===== config.mk =====
export PLATFORM = sky130hd
export DESIGN_NAME = mux7_sel_scanner
export DESIGN_NICKNAME = d
export VERILOG_FILES = /design/src/rtl/mux7_sel_scanner.sv
export SDC_FILE = /design/constraint.sdc
export NUM_CORES = 1
export LEC_CHECK = 0
export CAP_MARGIN = 20
export CORE_MARGIN = 2
export CORE_UTILIZATION = 50
export DETAILED_ROUTE_END_ITERATION = 6
export PLACE_DENSITY = 0.72
export SLEW_MARGIN = 30
export SYNTH_ARGS = -nofsm -noshare
export SYNTH_HDL_FRONTEND = slang
export SYNTH_SLANG_ARGS = --single-unit

===== constraint.sdc =====
create_clock -name clock -period 2.4 [get_ports clock]
set_input_delay 0.48 -clock clock [delete_from_list [all_inputs] [get_ports clock]]
set_output_delay 0.48 -clock clock [all_outputs]
set_load 0.03 [all_outputs]

===== src/rtl/mux7_sel_scanner.sv =====
// Drives the 3-bit select of a 7-to-1 mux and captures the mux output for each input in turn.
// Steps on a divided-clock tick (auto) or on each step rising edge (single-step); synchronous load overrides.
module mux7_sel_scanner #(
    parameter int TICK_DIV = 50_000_000
) (
    input  logic       clock,
    input  logic       reset,
    input  logic       mode,
    input  logic       step,
    input  logic       load,
    input  logic [2:0] load_sel,
    input  logic       mux_out,
    output logic [2:0] sel,
    output logic [6:0] samples,
    output logic       sample_valid,
    output logic       sweep_done
);

    localparam int              CW     = (TICK_DIV > 2) ? $clog2(TICK_DIV) : 1;
    localparam logic [CW-1:0]   RELOAD = CW'(TICK_DIV - 1);
    localparam logic [2:0]      SEL_MAX = 3'd6;

    logic [CW-1:0] tick_cnt;
    logic          step_q;
    logic          tick;
    logic          step_rise;
    logic          adv;

    assign tick      = (tick_cnt == '0);
    assign step_rise = step & ~step_q;
    assign adv       = mode ? step_rise : tick;

    // Divider holds at full count in single-step mode so returning to auto restarts a whole period.
    always_ff @(posedge clock or posedge reset) begin
        if (reset) begin
            tick_cnt <= RELOAD;
        end else if (load || mode || tick) begin
            tick_cnt <= RELOAD;
        end else begin
            tick_cnt <= tick_cnt - 1'b1;
        end
    end

    always_ff @(posedge clock or posedge reset) begin
        if (reset) begin
            step_q <= 1'b0;
        end else begin
            step_q <= step;
        end
    end

    // Capture uses the pre-advance sel, i.e. the mux input visible during the advancing cycle.
    always_ff @(posedge clock or posedge reset) begin
        if (reset) begin
            sel          <= 3'd0;
            samples      <= 7'd0;
            sample_valid <= 1'b0;
            sweep_done   <= 1'b0;
        end else if (load) begin
            sel          <= (load_sel == 3'd7) ? 3'd0 : load_sel;
            sample_valid <= 1'b0;
            sweep_done   <= 1'b0;
        end else if (adv) begin
            samples[sel] <= mux_out;
            sel          <= (sel == SEL_MAX) ? 3'd0 : sel + 3'd1;
            sample_valid <= 1'b1;
            sweep_done   <= (sel == SEL_MAX);
        end else begin
            sample_valid <= 1'b0;
            sweep_done   <= 1'b0;
        end
    end

endmodule


==> impl_results.md, run 1 <==
* Status: finished, final reports clean
* Placer Congestion at 0.799
* Tot GR Track Use at 19.8%
* Footprint of the multi-input gates at 965 µm²
* Internal power at 1050 µW
* Critical path startpoint category: flip-flop
* Buffers plus inverters on the worst setup path at 1
* Switching power at 364 µW
* PD cells at 591 mW/mm²
* Synthesized area at 0.00199 mm²
* Final Non-Filler Cells at 263
* Largest net degree at the start of global routing at 40
* Routed WL at 3880 µm
* FFs w/ async S/R, synth at 100%
* Fin crit share at 92.9%
* Slew @ Worst Pin at 646 ps
* Post-DRT Antenna Nets at 0
* Pleak at 0.000937 µW
* Final hold viol count at 0
* Comb power frac at 15.2%
* Hold Path Cell Cnt at 1
* Synth Flop Type: dfrtp_1
* Row cnt at 22
* Ant. Diodes at 0
* Register Area at 998 µm²
* Hpwl dp at 2870 µm
* FMAX at 448 MHz
* Drt first pass iters at 4
* Nets at 225
* Final setup vio count at 0
* Sequential Power Share at 50.8%
* H-tree depth at 2
* Fillers at 310
* Post-route DRC at 0
* Max_slew headroom at 56.8%
* Worst hold slack at 468 ps
* Critical Path RT at 2570 ps
* Synth Register Bits at 39
* Vias in the first global route at 1392
* Placed insts at 255
* EDFF count, synth at 0
* TNS Setup at 0 ps
* Clk slew on worst S/H paths at 70 ps
* Sw frac at 25.8%
* YS warnings at 0
* Syn avg cell area at 10.7 µm²
* Core area at 0.00374 mm²
* Wire length per cell at 14.7 µm
* Num CTS Buffers at 5
* Layout cells sized above 1 at 24.2%
* Hold-fix buffers, CTS at 0
* Vias per Instance at 5.62
* Number of DRC markers in iteration 0 at 97
* Min Tclk post-route at 2230 ps
* Dpl cell area at 0.00227 mm²
* CTS resizes at 0
* Slowest-stage cell, CP: or4b_1
* Clk_skew at 3.41 ps
* Commonest non-fill, non-tap cells in the layout: nand2_1 (32), dfrtp_1 (21), clkdlybuf4s50_1 (20), dfstp_2 (18), xnor2_1 (15)
* Crit. path cell count at 7
* Setup crit end kind: flip-flop
* Full die area at 0.00450 mm²
* Commonest non-fill, non-tap cell in the layout: nand2_1
* Port bufs at 20
* Sequential fraction of the synthesis area at 50.2%
* DR vias at 1479
* Max incr delay on CP at 500 ps
* Worst IR Drop VDD at 0.000391 V
* Post-synthesis cell type count at 42
* First-pass GRT wire length at 6610 µm
* Design area at 0.00239 mm²
* Path depth of the worst reg2reg path at 7
* Setup CP Type: flip-flop to flip-flop
* Initial antenna violation count at 0
* Clk buf depth at 2
* Critical Path Fanout Max at 6
* RSZ-0062 raised after global routing: false
* Worst-path cell chain: inv_1 -> ha_1 -> or4b_1 -> nor4_4 -> nor4b_4 -> xnor2_1 -> nor2_2
* Ports at 21
* Worst-Skew Late Latency at 290 ps
* Area grow syn2layout at 19.9%
* Max-cap violations at 0
* TritonCTS clock tree: done
* Die Y at 67.1 µm
* Initial Utilization at 53.2%
* Post-Syn Instances at 186
* Die W at 67.1 µm
* Hold Crit Class: flip-flop to flip-flop
* Max-slew violation count at 0
* Worst Path Arrival at 2400 ps
* Total gr overflow at 0
* Cell family with most CP delay: simple AND/OR/NAND/NOR gates
* Clock power frac at 34.0%
* Post-CTS Setup Bufs at 0
* Clk root buf: clkbuf_8
* Clock Sinks at 39
* Post-synth net total at 197
* Final Util at 63.8%
==> per-layer routing <==
layer / wire length (µm) / track usage (%)
met5: 0 / 0
met4: 44 / 5.36
met3: 162 / 5.07
met2: 1930 / 31.8
met1: 1740 / 26.6
==> cells by family (layout without fill, tap and decap cells) <==
family,count (synthesis),after routing,share of synthesized area [%]
AND/OR/NAND/NOR,99,99,29.9
flip-flops,39,39,50.2
XOR/XNOR,22,22,9.68
buffers and inverters,9,38,2.01
AO/OA/AOI/OAI,8,8,3.02
multiplexers,7,7,3.96
adder cells (fa/ha/maj),2,2,1.26
==> through the flow <==
stage               power, µW  worst slack, ps
floorplan                 846              410
global placement          939              229
detailed placement        944              153
CTS                      1430              128
global route             1480             22.4
finish                   1410              169
==> state kept, by name, summed over array words and instances, names as in the netlist <==
register / cells
sel: 3
tick_cnt: 26
samples: 7
step_q: 1
sweep_done: 1
sample_valid: 1
==> power groups by stage <==
stage / Sequential [µW] / Combinational [µW] / Clock, µW
floorplan: 780 / 66.4 / 0
global placement: 726 / 212 / 0
CTS: 718 / 216 / 495
detailed placement: 728 / 216 / 0
global route: 722 / 228 / 529
finish: 718 / 214 / 480
==> synthesized netlist by cell type, types with 3 or more instances <==
cell      number  share of area (%)
nor4_1         5                1.6
nor2_1        14                2.6
nor3_1         7                1.8
inv_1          3               0.57
clkbuf_1       3               0.57
mux2_2         7                4.0
nand4b_1       3                1.3
xnor2_1       15                6.6
dfstp_2       18                 24
xor2_1         7                3.1
nand2_1       32                6.0
dfrtp_1       21                 26
nor2b_1        4                1.3
nand3_1       10                2.5
==> cell type report <==
cell class	instances	area share [%]
multi-input cells	138	40.4
repair buffers	27	10.6
inverters	3	0.472
clock buffers	8	4.19
flip-flops and latches	39	41.8
well taps	48	2.52
==> final timing paths <==
path                             start  slack (ps)           end
max reg2reg                tick_cnt[0]         170  tick_cnt[24]
max                        tick_cnt[0]         170  tick_cnt[24]
min                        tick_cnt[0]         470   tick_cnt[0]
min in group asynchronous        reset         600  tick_cnt[16]
max in group asynchronous        reset        1450  tick_cnt[25]
min reg2reg                tick_cnt[0]         470   tick_cnt[0]
Note: power is estimated with default switching activity, not from simulation.
==> run 2, diff against run 1 <==
Settings changed: GPL_TIMING_DRIVEN set to 0, SLEW_MARGIN 30 to 10.
==> impl_results.md, run 2 (synthesis gave the netlist of run 1 again) <==
* Vias in the first global route at 1429
* Setup crit end kind: flip-flop
* Largest net degree at the start of global routing at 40
* Max-slew violation count at 0
* Buffers plus inverters on the worst setup path at 1
* H-tree depth at 2
* RSZ-0062 raised after global routing: false
* Max_slew headroom at 47.7%
* Comb power frac at 16.3%
* Number of DRC markers in iteration 0 at 111
* Core area at 0.00374 mm²
* Clk root buf: clkbuf_8
* Slew @ Worst Pin at 784 ps
* Clk slew on worst S/H paths at 70 ps
* Status: finished, final reports clean
* Clk buf depth at 2
* Area grow syn2layout at 18.4%
* Fin crit share at 92.1%
* Clock power frac at 30.5%
* HP Start: tick_cnt[0]
* Internal power at 989 µW
* Layout cells sized above 1 at 23.4%
* Initial Utilization at 53.2%
* Switching power at 356 µW
* Worst Path Arrival at 2380 ps
* PD cells at 570 mW/mm²
* DR vias at 1420
* Tot GR Track Use at 19.4%
* Placer Congestion at 0.778
* Fillers at 311
* Top reg by flops: tick_cnt
* Critical path startpoint category: flip-flop
* TNS Setup at 0 ps
* Post-CTS Setup Bufs at 0
* Final setup vio count at 0
* Sequential Power Share at 53.2%
* Row cnt at 22
* Total gr overflow at 0
* Drt first pass iters at 4
* Worst-path cell chain: inv_1 -> ha_1 -> or4b_1 -> nor4_4 -> nor4b_4 -> xnor2_1 -> nor2_2
* Critical Path RT at 2570 ps
* Num CTS Buffers at 5
* Post-DRT Antenna Nets at 0
* Hpwl dp at 2770 µm
* Min Tclk post-route at 2210 ps
* Max-cap violations at 0
* Routed WL at 3890 µm
* Register Area at 998 µm²
* Full die area at 0.00450 mm²
* First-pass GRT wire length at 6560 µm
* Ant. Diodes at 0
* Top flop regs: tick_cnt (26), samples (7), sel (3)
* Nets at 224
* Vias per Instance at 5.42
* Worst hold slack at 461 ps
* Worst-Skew Late Latency at 280 ps
* Clock Sinks at 39
* Hold Crit Class: flip-flop to flip-flop
* TritonCTS clock tree: done
* FMAX at 452 MHz
* Die Y at 67.1 µm
* CP startpoint: tick_cnt[0]
* R2R Path Start: tick_cnt[0]
* Setup CP Type: flip-flop to flip-flop
* Slowest-stage cell, CP: or4b_1
* Post-route DRC at 0
* Cell family with most CP delay: simple AND/OR/NAND/NOR gates
* Sw frac at 26.5%
* Final hold viol count at 0
* Pleak at 0.000907 µW
* Commonest non-fill, non-tap cells in the layout: nand2_1 (32), dfrtp_1 (21), clkdlybuf4s50_1 (20), dfstp_2 (18), xnor2_1 (15)
* Critical Path Fanout Max at 6
* Hold-fix buffers, CTS at 0
* Initial antenna violation count at 0
* Port bufs at 20
* Die W at 67.1 µm
* Footprint of the multi-input gates at 977 µm²
* Ports at 21
* Largest register FFs at 26
* Wire length per cell at 14.9 µm
* Worst IR Drop VDD at 0.000396 V
* Commonest non-fill, non-tap cell in the layout: nand2_1
* Clk_skew at 5.98 ps
* Max incr delay on CP at 500 ps
run 2: cell types whose count changed in the layout (fill, tap and decap cells not counted):
cell,before,now
clkbuf_1,1,5
clkinv_2,0,1
nor3_4,1,0
nor4_4,2,3
inv_2,0,1
clkbuf_8,7,5
buf_4,7,1
nor3_2,1,4
nor4_2,2,1
buf_2,0,2
inv_1,3,2
nor3_1,7,5
run 2: power groups by stage:
stage / registers (µW) / clock network, µW / logic [µW]
after CTS: 716 / 421 / 221
after detailed placement: 727 / 0 / 220
after floorplan: 780 / 0 / 66.4
after global placement: 722 / 0 / 215
after global routing: 719 / 450 / 233
final: 716 / 410 / 218
run 2: final cells by class:
type | count | share of cell area [%]
well taps | 48 | 2.55
flip-flops and latches | 39 | 42.4
repair buffers | 20 | 8.49
clock buffers | 7 | 3.24
inverters | 3 | 0.478
clock inverters | 1 | 0.212
plain buffers | 6 | 1.22
multi-input cells | 138 | 41.5
run 2: timing repair:
action | in CTS | in global routing
hold endpoints to repair | 0 | 0
resized for setup | 0 | 4
setup endpoints to repair | 0 | 1
run 2: final timing paths:
kind                                     end  slack, ps  cells past startpoint
min in group asynchronous       tick_cnt[16]        670                      2
max in group asynchronous        tick_cnt[9]       1240                      2
worst min register to register   tick_cnt[0]        460                      1
worst max-delay path            tick_cnt[24]        190                      7
worst max register to register  tick_cnt[24]        190                      7
worst min-delay path             tick_cnt[0]        460                      1
run 2: per-stage QoR:
step	setup WS (ps)	utilization (%)	instances	cell area, µm²	total power, µW
after detailed placement	52.3	60.1	254	2250	947
after global routing	18.8	63.0	262	2360	1400
after CTS	78.9	62.3	262	2330	1360
after global placement	78.5	60.1	254	2250	937
after floorplan	410	-	186	1990	846
final	189	63.0	262	2360	1340
run 2: metal layers:
layer  GRT usage [%]  vias to the layer above  wire length (µm)  part of all wire (%)
met1            26.4                      699              1890                    48
met5               0                        -                 0                     0
met4            5.36                        0                21                  0.54
met3            4.05                        2               117                   3.0
met2            31.3                       20              1870                    48
li1                -                      699                 -                     -
==> run 3, diff against run 2 <==
Settings changed: CORE_ASPECT_RATIO set to 0.75.
==> impl_results.md, run 3 (synthesis gave the netlist of run 1 again) <==
* Clock power frac at 32.3%
* Core area at 0.00373 mm²
* Final hold viol count at 0
* Initial Utilization at 53.3%
* TritonCTS clock tree: done
* Clk slew on worst S/H paths at 70 ps
* Tot GR Track Use at 19.1%
* Max_slew headroom at 48.2%
* Post-DRT Antenna Nets at 0
* RSZ-0062 raised after global routing: false
* Post-route DRC at 0
* Worst IR Drop VDD at 0.000462 V
* Comb power frac at 15.9%
* Critical Path RT at 2570 ps
* Worst setup margin at 182 ps
* Die Y at 58.6 µm
* Clk buf depth at 2
* FMAX at 451 MHz
* Setup CP Type: flip-flop to flip-flop
* Wire length per cell at 14.8 µm
* Number of DRC markers in iteration 0 at 120
* Final setup vio count at 0
* TNS Setup at 0 ps
* Pleak at 0.000912 µW
* Row cnt at 19
* Hpwl dp at 2870 µm
* Ant. Diodes at 0
* Dpl ws at 59.5 ps
* Placer Congestion at 0.793
* Hold Crit Class: flip-flop to flip-flop
* Switching power at 362 µW
* Max-slew violation count at 0
* Largest net degree at the start of global routing at 40
* Design area at 0.00236 mm²
* Num CTS Buffers at 5
* Clk root buf: clkbuf_8
* H-tree depth at 2
* Top flop regs: tick_cnt (26), samples (7), sel (3)
* Port bufs at 20
* Top reg by flops: tick_cnt
* Sequential Power Share at 51.8%
* Total gr overflow at 0
* Commonest non-fill, non-tap cells in the layout: nand2_1 (32), dfrtp_1 (21), clkdlybuf4s50_1 (20), dfstp_2 (18), xnor2_1 (15)
* Total power at 1380 µW
* Final Non-Filler Cells at 266
* Routed WL at 3940 µm
* Worst Path Arrival at 2390 ps
* Met1 Routed Length at 1950 µm
* DR WL met3 at 110 µm
* PD cells at 585 mW/mm²
* Area grow syn2layout at 18.4%
* Vias in the first global route at 1371
* Die W at 76.9 µm
* Commonest non-fill, non-tap cell in the layout: nand2_1
* Initial antenna violation count at 0
* Status: finished, final reports clean
* Slew @ Worst Pin at 776 ps
* Min Tclk post-route at 2220 ps
* Fin crit share at 92.4%
* Max-cap violations at 0
* Internal power at 1020 µW
* Critical path startpoint category: flip-flop
* First-pass GRT wire length at 6640 µm
* Critical Path Fanout Max at 5
* Setup crit end kind: flip-flop
* Fillers at 311
* DR vias at 1445
* Placed insts at 258
* Met2 routed wirelength at 1840 µm
* Ports at 21
* Clk_skew at 7.57 ps
* Clock Sinks at 39
* Drt first pass iters at 4
* Dpl cell area at 0.00226 mm²
* Uppermost layer routed: met4
* Vias per Instance at 5.43
* Sw frac at 26.3%
* Full die area at 0.00451 mm²
* Worst-Skew Late Latency at 280 ps
* Nets at 224
* Layout cells sized above 1 at 22.4%
* Largest register FFs at 26
## run 3: cell type report
cell class,instances,area [µm²],share of cell area (%)
Timing Repair Buffer,20,200,8.50
Inverter,3,11.3,0.478
Buffer,6,28.8,1.22
Multi-Input combinational cell,138,961,40.8
Tap cell,52,65.1,2.76
Clock inverter,1,5.00,0.212
Clock buffer,7,86.3,3.66
Sequential cell,39,998,42.4
## run 3: power by group through the flow
| stage | clock [µW] | sequential (µW) | combinational [µW] |
|---|---|---|---|
| 2_1_floorplan | 0 | 780 | 66.4 |
| 3_3_place_gp | 0 | 722 | 215 |
| 3_5_place_dp | 0 | 726 | 221 |
| 4_1_cts | 452 | 714 | 222 |
| 5_1_grt | 484 | 719 | 233 |
| 6_report | 445 | 714 | 219 |
## run 3: stage by stage
| step | utilization [%] | hold slack, ps |
|---|---|---|
| after floorplan | - | 435 |
| after detailed placement | 60.4 | 463 |
| after global placement | 60.4 | 443 |
| after CTS | 62.9 | 475 |
| final | 63.1 | 475 |
| after global routing | 63.1 | 503 |
## run 3: path summary, 6_finish.rpt
path	cells after the start	start	endpoint	slack [ps]
max in group asynchronous	2	reset	tick_cnt[16]	1250
setup reg to reg	5	tick_cnt[18]	samples[3]	180
hold / removal	1	tick_cnt[0]	tick_cnt[0]	470
hold reg to reg	1	tick_cnt[0]	tick_cnt[0]	470
setup / recovery	5	tick_cnt[18]	samples[3]	180
min in group asynchronous	2	reset	sweep_done	650
## run 3: metal layers
layer	up-vias	track usage, %
met2	24	30.6
li1	703	-
met5	-	0
met4	0	5.71
met1	713	26.6
met3	5	4.29
## run 3: worst max-delay path, stage by stage (launching register included)
cell	delay, ps
dfrtp_1	410
nor3_1	530
nand4_1	180
o21ai_2	230
nor4b_1	370
mux2_2	380
## run 3: what timing repair did
item / CTS / global route
hold buffers: 0 / 0
buffers inserted: 0 / 0
endpoints found under the setup margin: 0 / 1
gates resized for setup: 0 / 1
